### src/rtl/mlp_pkg.sv
// Shared types and defaults for the MLP layer sequencer.
package mlp_pkg;
  localparam int MAX_LAYERS_D    = 8;
  localparam int LAYER_W_D       = 3;
  localparam int NEURON_W_D      = 8;
  localparam int WEIGHT_ADDR_W_D = 16;
  localparam int MEM_LAT_D       = 1;

  typedef enum logic [2:0] {
    S_IDLE,
    S_FETCH,
    S_DRAIN,
    S_WRITE,
    S_DONE,
    S_ERR
  } state_e;

  typedef logic [LAYER_W_D-1:0]  layer_idx_t;
  typedef logic [NEURON_W_D-1:0] neuron_idx_t;

  // {layer, index}; caller truncates to its own address width.
  function automatic logic [31:0] neuron_addr(
    input logic [31:0] layer,
    input logic [31:0] idx,
    input int unsigned nw
  );
    return (layer << nw) | idx;
  endfunction
endpackage

### src/rtl/mlp_lat_pipe.sv
// Fixed-depth delay line for read-side control bits.
module mlp_lat_pipe #(
  parameter int LAT = 1,
  parameter int W   = 2
) (
  input  logic         clk,
  input  logic         rst,
  input  logic [W-1:0] d,
  output logic [W-1:0] q
);
  logic [W-1:0] pipe_q [LAT];
  logic [W-1:0] pipe_d [LAT];

  always_comb begin
    pipe_d[0] = d;
    for (int i = 1; i < LAT; i++)
      pipe_d[i] = pipe_q[i-1];
  end

  always_ff @(posedge clk or posedge rst) begin
    if (rst) begin
      for (int i = 0; i < LAT; i++)
        pipe_q[i] <= '0;
    end else begin
      for (int i = 0; i < LAT; i++)
        pipe_q[i] <= pipe_d[i];
    end
  end

  assign q = pipe_q[LAT-1];
endmodule

### src/rtl/mlp_sequencer.sv
// Table-driven layer sequencer: issues MAC reads,
// realigns accumulate enables and writes each neuron.
module mlp_sequencer
  import mlp_pkg::*;
#(
  parameter int MAX_LAYERS    = MAX_LAYERS_D,
  parameter int LAYER_W       = LAYER_W_D,
  parameter int NEURON_W      = NEURON_W_D,
  parameter int WEIGHT_ADDR_W = WEIGHT_ADDR_W_D,
  parameter int MEM_LAT       = MEM_LAT_D
) (
  input  logic                        clk,
  input  logic                        rst,
  input  logic                        cfg_we,
  input  logic [LAYER_W-1:0]          cfg_layer,
  input  logic [NEURON_W-1:0]         cfg_count,
  input  logic [LAYER_W:0]            cfg_num_layers,
  input  logic                        start,
  output logic                        busy,
  output logic                        done,
  output logic                        err,
  output logic                        rd_en,
  output logic [LAYER_W+NEURON_W-1:0] in_neuron_addr,
  output logic [WEIGHT_ADDR_W-1:0]    wt_addr,
  output logic                        acc_en,
  output logic                        acc_clr,
  output logic                        wr_en,
  output logic [LAYER_W+NEURON_W-1:0] out_neuron_addr
);
  localparam int AW = LAYER_W + NEURON_W;
  localparam int CW = (MEM_LAT > 1) ? $clog2(MEM_LAT) : 1;

  state_e                 state_q, state_d;
  logic [NEURON_W-1:0]    tbl_q [MAX_LAYERS];
  logic [NEURON_W-1:0]    tbl_d [MAX_LAYERS];
  logic [LAYER_W:0]       nl_q, nl_d;
  logic [LAYER_W-1:0]     layer_q, layer_d;
  logic [LAYER_W-1:0]     layer_nx;
  logic [NEURON_W-1:0]    in_idx_q, in_idx_d;
  logic [NEURON_W-1:0]    out_idx_q, out_idx_d;
  logic [WEIGHT_ADDR_W-1:0] wt_q, wt_d;
  logic [CW-1:0]          drn_q, drn_d;
  logic                   start_ok;
  logic                   accept;
  logic [1:0]             lat_q;

  assign layer_nx = layer_q + 1'b1;

  always_comb begin
    start_ok = int'(cfg_num_layers) >= 2 &&
               int'(cfg_num_layers) <= MAX_LAYERS;
    for (int i = 0; i < MAX_LAYERS; i++)
      if (i < int'(cfg_num_layers) && tbl_q[i] == '0)
        start_ok = 1'b0;
  end

  assign accept = (state_q == S_IDLE) && start && start_ok;

  always_comb begin
    state_d   = state_q;
    tbl_d     = tbl_q;
    nl_d      = nl_q;
    layer_d   = layer_q;
    in_idx_d  = in_idx_q;
    out_idx_d = out_idx_q;
    wt_d      = wt_q;
    drn_d     = drn_q;
    unique case (state_q)
      S_IDLE: begin
        if (start) begin
          if (start_ok) begin
            state_d   = S_FETCH;
            nl_d      = cfg_num_layers;
            layer_d   = '0;
            in_idx_d  = '0;
            out_idx_d = '0;
            wt_d      = '0;
          end else begin
            state_d = S_ERR;
          end
        end
      end
      S_FETCH: begin
        wt_d = wt_q + 1'b1;
        if (in_idx_q == tbl_q[layer_q] - 1'b1) begin
          in_idx_d = '0;
          drn_d    = '0;
          state_d  = S_DRAIN;
        end else begin
          in_idx_d = in_idx_q + 1'b1;
        end
      end
      S_DRAIN: begin
        if (int'(drn_q) == MEM_LAT - 1)
          state_d = S_WRITE;
        else
          drn_d = drn_q + 1'b1;
      end
      S_WRITE: begin
        state_d = S_FETCH;
        if (out_idx_q == tbl_q[layer_nx] - 1'b1) begin
          out_idx_d = '0;
          if (int'(layer_q) == int'(nl_q) - 2)
            state_d = S_DONE;
          else
            layer_d = layer_nx;
        end else begin
          out_idx_d = out_idx_q + 1'b1;
        end
      end
      S_DONE:  state_d = S_IDLE;
      S_ERR:   state_d = S_IDLE;
      default: state_d = S_IDLE;
    endcase
    // Table is frozen for the whole run, including the start cycle.
    if (cfg_we && !busy && !accept)
      tbl_d[cfg_layer] = cfg_count;
  end

  always_ff @(posedge clk or posedge rst) begin
    if (rst) begin
      state_q   <= S_IDLE;
      nl_q      <= '0;
      layer_q   <= '0;
      in_idx_q  <= '0;
      out_idx_q <= '0;
      wt_q      <= '0;
      drn_q     <= '0;
      for (int i = 0; i < MAX_LAYERS; i++)
        tbl_q[i] <= '0;
    end else begin
      state_q   <= state_d;
      nl_q      <= nl_d;
      layer_q   <= layer_d;
      in_idx_q  <= in_idx_d;
      out_idx_q <= out_idx_d;
      wt_q      <= wt_d;
      drn_q     <= drn_d;
      for (int i = 0; i < MAX_LAYERS; i++)
        tbl_q[i] <= tbl_d[i];
    end
  end

  assign busy  = state_q inside {S_FETCH, S_DRAIN, S_WRITE};
  assign rd_en = state_q == S_FETCH;
  assign wr_en = state_q == S_WRITE;
  assign done  = state_q == S_DONE;
  assign err   = state_q == S_ERR;

  assign wt_addr = wt_q;

  assign in_neuron_addr = rd_en ?
    AW'(neuron_addr(32'(layer_q), 32'(in_idx_q), NEURON_W)) : '0;

  assign out_neuron_addr = wr_en ?
    AW'(neuron_addr(32'(layer_nx), 32'(out_idx_q), NEURON_W)) : '0;

  mlp_lat_pipe #(
    .LAT (MEM_LAT),
    .W   (2)
  ) u_lat_pipe (
    .clk (clk),
    .rst (rst),
    .d   ({rd_en, rd_en && in_idx_q == '0}),
    .q   (lat_q)
  );

  assign acc_en  = lat_q[1];
  assign acc_clr = lat_q[0];
endmodule

### config.mk
export PLATFORM = sky130hd
export DESIGN_NAME = mlp_sequencer
export DESIGN_NICKNAME = d
export VERILOG_FILES = /design/src/rtl/mlp_pkg.sv /design/src/rtl/mlp_lat_pipe.sv /design/src/rtl/mlp_sequencer.sv
export SDC_FILE = /design/constraint.sdc
export NUM_CORES = 1
export LEC_CHECK = 0
export CAP_MARGIN = 20
export CORE_MARGIN = 2
export CORE_UTILIZATION = 35
export DETAILED_ROUTE_END_ITERATION = 10
export DONT_BUFFER_PORTS = 1
export SLEW_MARGIN = 30
export SYNTH_ARGS = -nofsm -noshare
export SYNTH_HDL_FRONTEND = slang
export SYNTH_SLANG_ARGS = --single-unit
### constraint.sdc
create_clock -name clk -period 6.36 [get_ports clk]
set_input_delay 1.272 -clock clk [delete_from_list [all_inputs] [get_ports clk]]
set_output_delay 1.272 -clock clk [all_outputs]
set_load 0.01 [all_outputs]
After elaboration in Yosys (flattened, before gate mapping) --
Cells that the tools add are included. W data, S select, Z words.
Operators by class: mux-type cells 43, $add $sub $neg 8, equality and inequality tests 14, reduce and logical (&&, ||, !) cells 37, bitwise logic cells 5, magnitude comparators 14
Operators with widths (count):
- $logic_not A8 Y1 | 9
- $mux W8 | 9
- $bwmux W64 | 1
- $bmux W8 S3 | 2
- $mux W16 | 2
- $pmux W16 S2 | 1
- $pmux W8 S2 | 2
- $mux W3 | 10
- $demux W8 S3 | 1
- $mux W11 | 2
- $or A11 B8 Y11 | 2
- $add A16 B1 Y16 const B | 1
- $add A8 B1 Y8 const B | 2
- $eq A8 B8 Y1 | 2
- $lt A3 B4 Y1 const A | 4
- $sub A8 B1 Y8 const B | 2
- $logic_and A1 B1 Y1 | 15
- $ge A4 B4 Y1 const B | 3
- $not A3 Y4 | 3
- $pmux W3 S4 | 1
- $reduce_and A3 Y1 | 4
- $mux W1 | 10
- $lt A1 B4 Y1 const A | 2
- $lt A2 B4 Y1 const A | 2
- other kinds (20) | 29
Storage, ports and cells: input bits 19, flip-flop bits (word level) 109, word-level logic and storage cells 137, output and inout bits 45

Depth between registers and ports, before layout --
Gate-level depths: netlist of run 1.
depth in word-level cells 13, mapped depth 12, mapped depth without buffers 10

By module --
A second synthesis of run 1 with hierarchy kept.
Second synthesis, totals: cells, all modules 660, area, all modules 6959.2 sq um
By module, submodules not included:
- mlp_sequencer | seq. area each 2652.5 sq um, instances 1, area an instance 6905.4 sq um, cells an instance 657
- mlp_lat_pipe | seq. area each 50.0 sq um, instances 1, area an instance 53.8 sq um, cells an instance 3

Least setup slack after synthesis of run 1 --
No wires, ideal clock.
kind in2reg, from input port cfg_num_layers[1], to register tbl_q[16] (netlist name), required time 6.235 ns, buffers on the path 1, cell stages on the path 9, arrival time 3.197 ns, slack 3.038 ns, setup time 0.125 ns, cells stage by stage and2_1 o311ai_1 a32oi_1 a2111oi_0 and4_1 buf_2 nor3b_2 nand4b_1 mux2_2
On the way: longest elaborated chain between the ends 13, elaborated cells between the ends (all ways) 30, those cells by class 10 x order compare; 8 x mux; 12 x reduce/logical
RTL lines:
- start: declaration | line mlp_sequencer.sv:17 | input logic [LAYER_W:0] cfg_num_layers,
- $ge A4 B2 Y1, or another cell as far along | line mlp_sequencer.sv:50 | start_ok = int'(cfg_num_layers) >= 2 &&
- $logic_and A1 B1 Y1 (on tied branches) | line mlp_sequencer.sv:50, mlp_sequencer.sv:53
- $mux W1 (7 in series) | line mlp_sequencer.sv:53 | if (i < int'(cfg_num_layers) && tbl_q[i] == '0)
- $mux W1 (*) | line mlp_sequencer.sv:53
- $logic_and A1 B1 Y1 (*) | line mlp_sequencer.sv:57 | assign accept = (state_q == S_IDLE) && start && start_ok;
- $logic_not A1 Y1 (*) | line mlp_sequencer.sv:116 | if (cfg_we && !busy && !accept)
- $logic_and A1 B1 Y1 (*) | line mlp_sequencer.sv:116
- end signal: indexed assignment | line mlp_sequencer.sv:140 | tbl_q[i] <= tbl_d[i];
- end: declaration | line mlp_sequencer.sv:34 | logic [NEURON_W-1:0] tbl_q [MAX_LAYERS];
Every way passes the cells marked *; elsewhere a longest branch is shown, timed or not. A chain may end at the register's enable or synchronous reset.

Final worst setup path of run 1 --
from register layer_q[1], to register layer_q[2]
On the way: longest elaborated chain between the ends 9, elaborated cells between the ends (all ways) 14, those cells by class 2 x add/sub; 4 x eq/ne; 6 x mux; 1 x bitwise; 1 x reduce/logical
RTL lines:
- start: declaration | line mlp_sequencer.sv:37 | logic [LAYER_W-1:0] layer_q, layer_d;
- start signal: assignment | line mlp_sequencer.sv:134 | layer_q <= layer_d;
- $add A3 B1 Y3 | line mlp_sequencer.sv:47 | assign layer_nx = layer_q + 1'b1;
- $not A3 Y4 (implied by the code) | line mlp_sequencer.sv:101 | if (out_idx_q == tbl_q[layer_nx] - 1'b1) begin
- $bmux W8 S3 | line mlp_sequencer.sv:101
- $mux W8 (implied by the code) (2 in series) | line mlp_sequencer.sv:101
- $sub A8 B1 Y8 | line mlp_sequencer.sv:101
- $eq A8 B8 Y1 | line mlp_sequencer.sv:101
- $ne A2 B1 Y1 (no line)
- $reduce_and A5 Y1 (no line)
Several ways; a longest one is shown, not always the timed one. The select of a mux whose other input is x is not followed.

==> results of run 1 <==
-- Yosys cell counts (all sizes together), types with 2 or more instances --
master and instances:
mux2 72, clkbuf 15, ha 8, a21oi 15, dfrtp 108, a31o 2, a31oi 6, nand3b 3
or3 9, a22o 6, nand4b 2, and2 20, o21ai 20, inv 21, xnor2 17, buf 14
nor2b 3, nor3b 3, xor2 17, or2 2, nand3 22, nor4b 2, o2111ai 3, nand4 7
a22oi 6, nor2 52, nand2 38, a2111oi 2, nor4 16, nor3 14, mux4 18, nand2b 6
a32oi 4, and4 4, mux2i 46, o211ai 3, o31ai 2, and3 13
-- worst min-delay path by stage --
stage,startpoint,endpoint,slack [ps],cells after the start
after global routing,state_q[2],state_q[2],550,1
after floorplan,in_idx_q[4],u_lat_pipe.q[0],470,1
final,state_q[2],state_q[2],520,1
after CTS,state_q[2],state_q[2],520,1
after detailed placement,state_q[2],state_q[2],510,1
after global placement,state_q[2],state_q[1],490,1
-- flip-flops by register name (all words and copies together), names as in the netlist --
| name | cells |
|---|---|
| wt_addr | 16 |
| tbl_q | 64 |
| out_idx_q | 8 |
| nl_q | 4 |
| u_lat_pipe.q | 2 |
| in_idx_q | 8 |
| layer_q | 3 |
| state_q | 3 |
-- area by class of cell --
class	instances	area [um^2]
clock buffers	10	239
multi-input cells	476	3860
flip-flops and latches	108	2700
inverters	21	81.3
repair buffers	5	37.5
fillers	1892	11600
clock inverters	4	26.3
well taps	260	325
-- metal layers --
layer	vias up	share of wire	track usage
li1	2301	-	-
met1	2599	0.44	0.269
met2	172	0.47	0.311
met3	19	0.073	0.0490
met4	0	0.012	0.0501
met5	-	0	0
-- logic make-up (layout without fill, tap and decap cells) --
family | Yosys count | after routing | share of synthesized area
adder cells (fa/ha/maj) | 8 | 8 | 0.0147
XOR/XNOR | 35 | 35 | 0.0482
AO/OA/AOI/OAI | 79 | 79 | 0.0824
flip-flops | 108 | 108 | 0.397
AND/OR/NAND/NOR | 218 | 218 | 0.175
multiplexers | 136 | 136 | 0.246
buffers and inverters | 50 | 40 | 0.0362
-- critical path: cells and delay by family (launching register included) --
family | cells | cell delay [ps]
xor+xnor | 2 | 860
simple gates | 2 | 410
compound gates | 2 | 450
fa+ha+maj | 2 | 590
buf+inv | 1 | 470
flops | 1 | 320
mux | 2 | 1060
-- through the flow --
| step | cells | util | total power (uW) | cell area (um^2) |
|---|---|---|---|---|
| 6_report | 884 | 0.385 | 3520 | 7270 |
| 5_1_grt | 884 | 0.385 | 3770 | 7270 |
| 4_1_cts | 884 | 0.385 | 3530 | 7270 |
| 3_5_place_dp | 870 | 0.371 | 2990 | 7000 |
| 3_3_place_gp | 870 | 0.371 | 2930 | 7000 |
| 2_1_floorplan | 634 | - | 2530 | 6800 |
-- report_power, final --
group          switching [uW]  total [uW]  internal [uW]
combinational             875        1640            768
clock                     251         523            272
sequential                400        1360            955
total                    1530        3520           1990
==> flow_summary.toml, run 1 <==
[critical_path]
r2r_end = "layer_q[2]"
critPathCaptureType = "flop"
critPathMaxFanout = 36
crit_path_end = "layer_q[2]"
r2r_setup_slack_ps = 2070
crit_start = "layer_q[1]"
r2r_cells = 11
arrival_ps = 4520
crit_chain = "buf_4 > ha_2 > xor2_2 > mux4_2 > ha_1 > nand3_1 > xor2_1 > a32oi_1 > o221ai_2 > nand4_1 > mux2_1"
required_ps = 6590
cpPeakStageDelay_ps = 670
cp-start-kind = "flop"
cp_slowest_cell = "mux4_2"
critPathKind = "flop to flop"
reg2reg_from = "layer_q[1]"

[sta]
rsz0062_at_grt = "false"
tightest_slew_ps = 830
period_needed_ps = 4290
hold-worst-slack_ps = 515
setup_ws_ps = 2070
post-route-period-util = 0.674
setup_tns_ps = 0
hold_viol = 0
setup_viol = 0
skew_ps = 7.68
slew_headroom = 0.446
clock.fmax_mhz = 233
drv_slew = 0

[synthesis]
synth_top_area_cell = "dfrtp_1"
synth_seq_cells = 108
synth_cell_type_count = 67
synth_flop_cell = "dfrtp_1"
synthTopCellsByArea = "dfrtp_1 40%, mux2_2 12%, mux2i_1 6.8%"
syn-cell-area_mm2 = 0.00680
async_flop_share = 1.00
ys_seq_area_frac = 0.397
ys_warn_count = 0
synthCells = 634
synth_top_area_frac = 0.397
synthesis.nets = 661
synth_edf_count = 0
syn_avg_cell_area_um2 = 10.7

[cells_and_area]
syn_to_final_growth_pct = 6.84
drive_gt1_frac = 0.207
layout_common_cells = "108 x dfrtp_1, 70 x mux2_2, 50 x nor2_1, 46 x mux2i_1, 38 x nand2_1"
antennaDiodeCount = 0
nets = 648
final_common_cell = "dfrtp_1"

[clock_tree]
cts_setup_buffers = 0
cts.repair.resized = 0
clock_latency_ps = 360
cts_made_buffers = 9
clockBufferDepth = 2
htree_num_levels = 3
root_buffer = "clkbuf_16"
clkSlewWorstSetupHoldPaths_ps = 70
cts_tree = "built"
ctsHoldBuffers = 0
clock_sinks = 108

[global_routing]
grt_pass1_vias = 5134
gr-total-overflow = 0
grt_start_max_net_pins = 60
grt_usage = 0.196
grt_pass1_wl_um = 30500
antenna_found_initial = 0

[power]
pwr_density_cell_mw_per_mm2 = 484
p_leak_uw = 0.00305
peakVddDrop_mv = 0.162

[floorplan]
die-area_mm2 = 0.0206
die_y_um = 143
die_width_um = 143
core_mm2 = 0.0189
io_pins = 64
std_cell_rows = 50
start_util = 0.360

[hold_path]
min_path_type = "flop to flop"

[routing]
dr.first_iter.drc_count = 337
drt_pre_antenna_iters = 5
wl_per_cell_um = 22.0
routed_wl_um = 19400
final_antenna_net_count = 0
vias_per_cell = 5.76
drc = 0
vias = 5091

[placed_design]
detailed_place_hpwl_um = 14800
gp_congestion = 0.915
io_buffers = 0
pre_cts_ws_ps = 2030

[job]
maxCapViolations = 0

[run_status]
status = "finished, final reports clean"
Note: power is estimated with default switching activity, not from simulation.
==> inputs of run 2 (changes only) <==
clock period = 3.8 ns   (was 6.36 ns; I/O delays follow)
==> run 2 against run 1 <==
Net effect:
- clock-buffer cell count increased by 1
- sequential power up 65%
- highest routed layer is now met5
- combinational power is 68% higher
- design area grew 1.8%
- critical path type unchanged
- critical path depth is 1 lower
- cell count grew 0.79%
- global-route usage fell by 0.16 points
- die area stayed put
==> flow_summary.toml, run 2 (same netlist as run 1, synthesis figures left out) <==
[run_status]
status = "finished, final reports clean"

[floorplan]
die_y_um = 143
die_width_um = 143
io_pins = 64
start_util = 0.360
core_mm2 = 0.0189
die-area_mm2 = 0.0206
std_cell_rows = 50

[power]
p_leak_uw = 0.00312
peakVddDrop_mv = 0.287
pwr_density_cell_mw_per_mm2 = 809

[sta]
drv_slew = 0
setup_tns_ps = 0
slew_headroom = 0.477
clock.fmax_mhz = 291
period_needed_ps = 3440
post-route-period-util = 0.906
skew_ps = 10.6
tightest_slew_ps = 783
setup_viol = 0
hold_viol = 0
rsz0062_at_grt = "false"

[critical_path]
critPathKind = "flop to flop"
cp-start-kind = "flop"
required_ps = 4050
critPathMaxFanout = 5
critPathCaptureType = "flop"
arrival_ps = 3690

[routing]
vias_per_cell = 5.73
drt_pre_antenna_iters = 5
vias = 5106
dr.first_iter.drc_count = 477
final_antenna_net_count = 0
wl_per_cell_um = 21.4
routed_wl_um = 19100
drc = 0

[placed_design]
detailed_place_hpwl_um = 14500
gp_congestion = 0.969
io_buffers = 0

[clock_tree]
cts_setup_buffers = 0
htree_num_levels = 3
cts_tree = "built"
clockBufferDepth = 2
ctsHoldBuffers = 0
clkSlewWorstSetupHoldPaths_ps = 70
cts_made_buffers = 9
clock_sinks = 108
clock_latency_ps = 360
root_buffer = "clkbuf_16"
cts.repair.resized = 0

[global_routing]
grt_pass1_vias = 5262
antenna_found_initial = 1
grt_pass1_wl_um = 30500
gr-total-overflow = 0
grt_start_max_net_pins = 69
grt_usage = 0.195

[cells_and_area]
nets = 653
post-route-util = 0.392
drive_gt1_frac = 0.214
largest_register_ffs = 64
final_common_cell = "dfrtp_1"
layout_common_cells = "108 x dfrtp_1, 70 x mux2_2, 50 x nor2_1, 46 x mux2i_1, 38 x nand2_1"
max_flop_register = "tbl_q"
nFillCells = 1846
syn_to_final_growth_pct = 8.79
antennaDiodeCount = 0

[job]
maxCapViolations = 0

[hold_path]
min_path_type = "input port to async pin"
## run 2: cell types whose count changed in the layout (fill, tap and decap cells not counted), sizes merged
cell and change:
buf +5, clkbuf +1, clkinv +1, bufinv +1
inv -1
## run 2: critical path, stage by stage (launching register included)
cell	delay (ps)
dfrtp_1	420
ha_1	240
xor2_2	380
mux4_2	630
ha_1	250
xnor2_1	190
xnor2_1	140
nand4_1	180
nor3_4	280
nand4b_1	210
a2111oi_2	410
## run 2: stage by stage
stage / setup WS (ps) / instances / area, um^2 / hold WS [ps] / total power [uW]
after floorplan: 194 / 634 / 6800 / 470 / 4230
after global placement: 66.9 / 875 / 7080 / 498 / 4900
after detailed placement: 327 / 875 / 7080 / 515 / 4990
after CTS: 336 / 891 / 7390 / 478 / 5990
after global routing: 162 / 891 / 7400 / 397 / 6420
final: 359 / 891 / 7400 / 347 / 5990
## run 2: area by class of cell
class	count	area, um^2	share of cell area
clock inverters	5	60.1	0.00811
multi-input cells	476	3860	0.522
clock buffers	11	253	0.0342
repair buffers	10	113	0.0152
inverters	21	83.8	0.0113
flip-flops and latches	108	2700	0.365
well taps	260	325	0.0440
## run 2: per-layer routing
layer  track usage  up-vias  wire, um
li1              -     2317         -
met1         0.244     2592      7890
met2         0.323      162      9210
met3        0.0550       33      1530
met4        0.0655        2       432
met5             0        -        13
## run 2: final timing paths
| check | depth (start not counted) | end | slack, ps | start |
|---|---|---|---|---|
| hold reg to reg | 1 | state_q[2] | 530 | state_q[2] |
| setup reg to reg | 10 | state_q[2] | 360 | layer_q[0] |
| setup / recovery | 10 | state_q[2] | 360 | layer_q[0] |
| min in group clk | 1 | state_q[2] | 530 | state_q[2] |
| hold / removal | 1 | out_idx_q[3] | 350 | rst |
| max in group asynchronous | 2 | tbl_q[34] | 2680 | rst |
## run 2: report_power, final
part | internal [uW] | total, uW | switching, uW
Sequential | 1600 | 2250 | 657
Clock | 548 | 975 | 427
Combinational | 1310 | 2760 | 1440
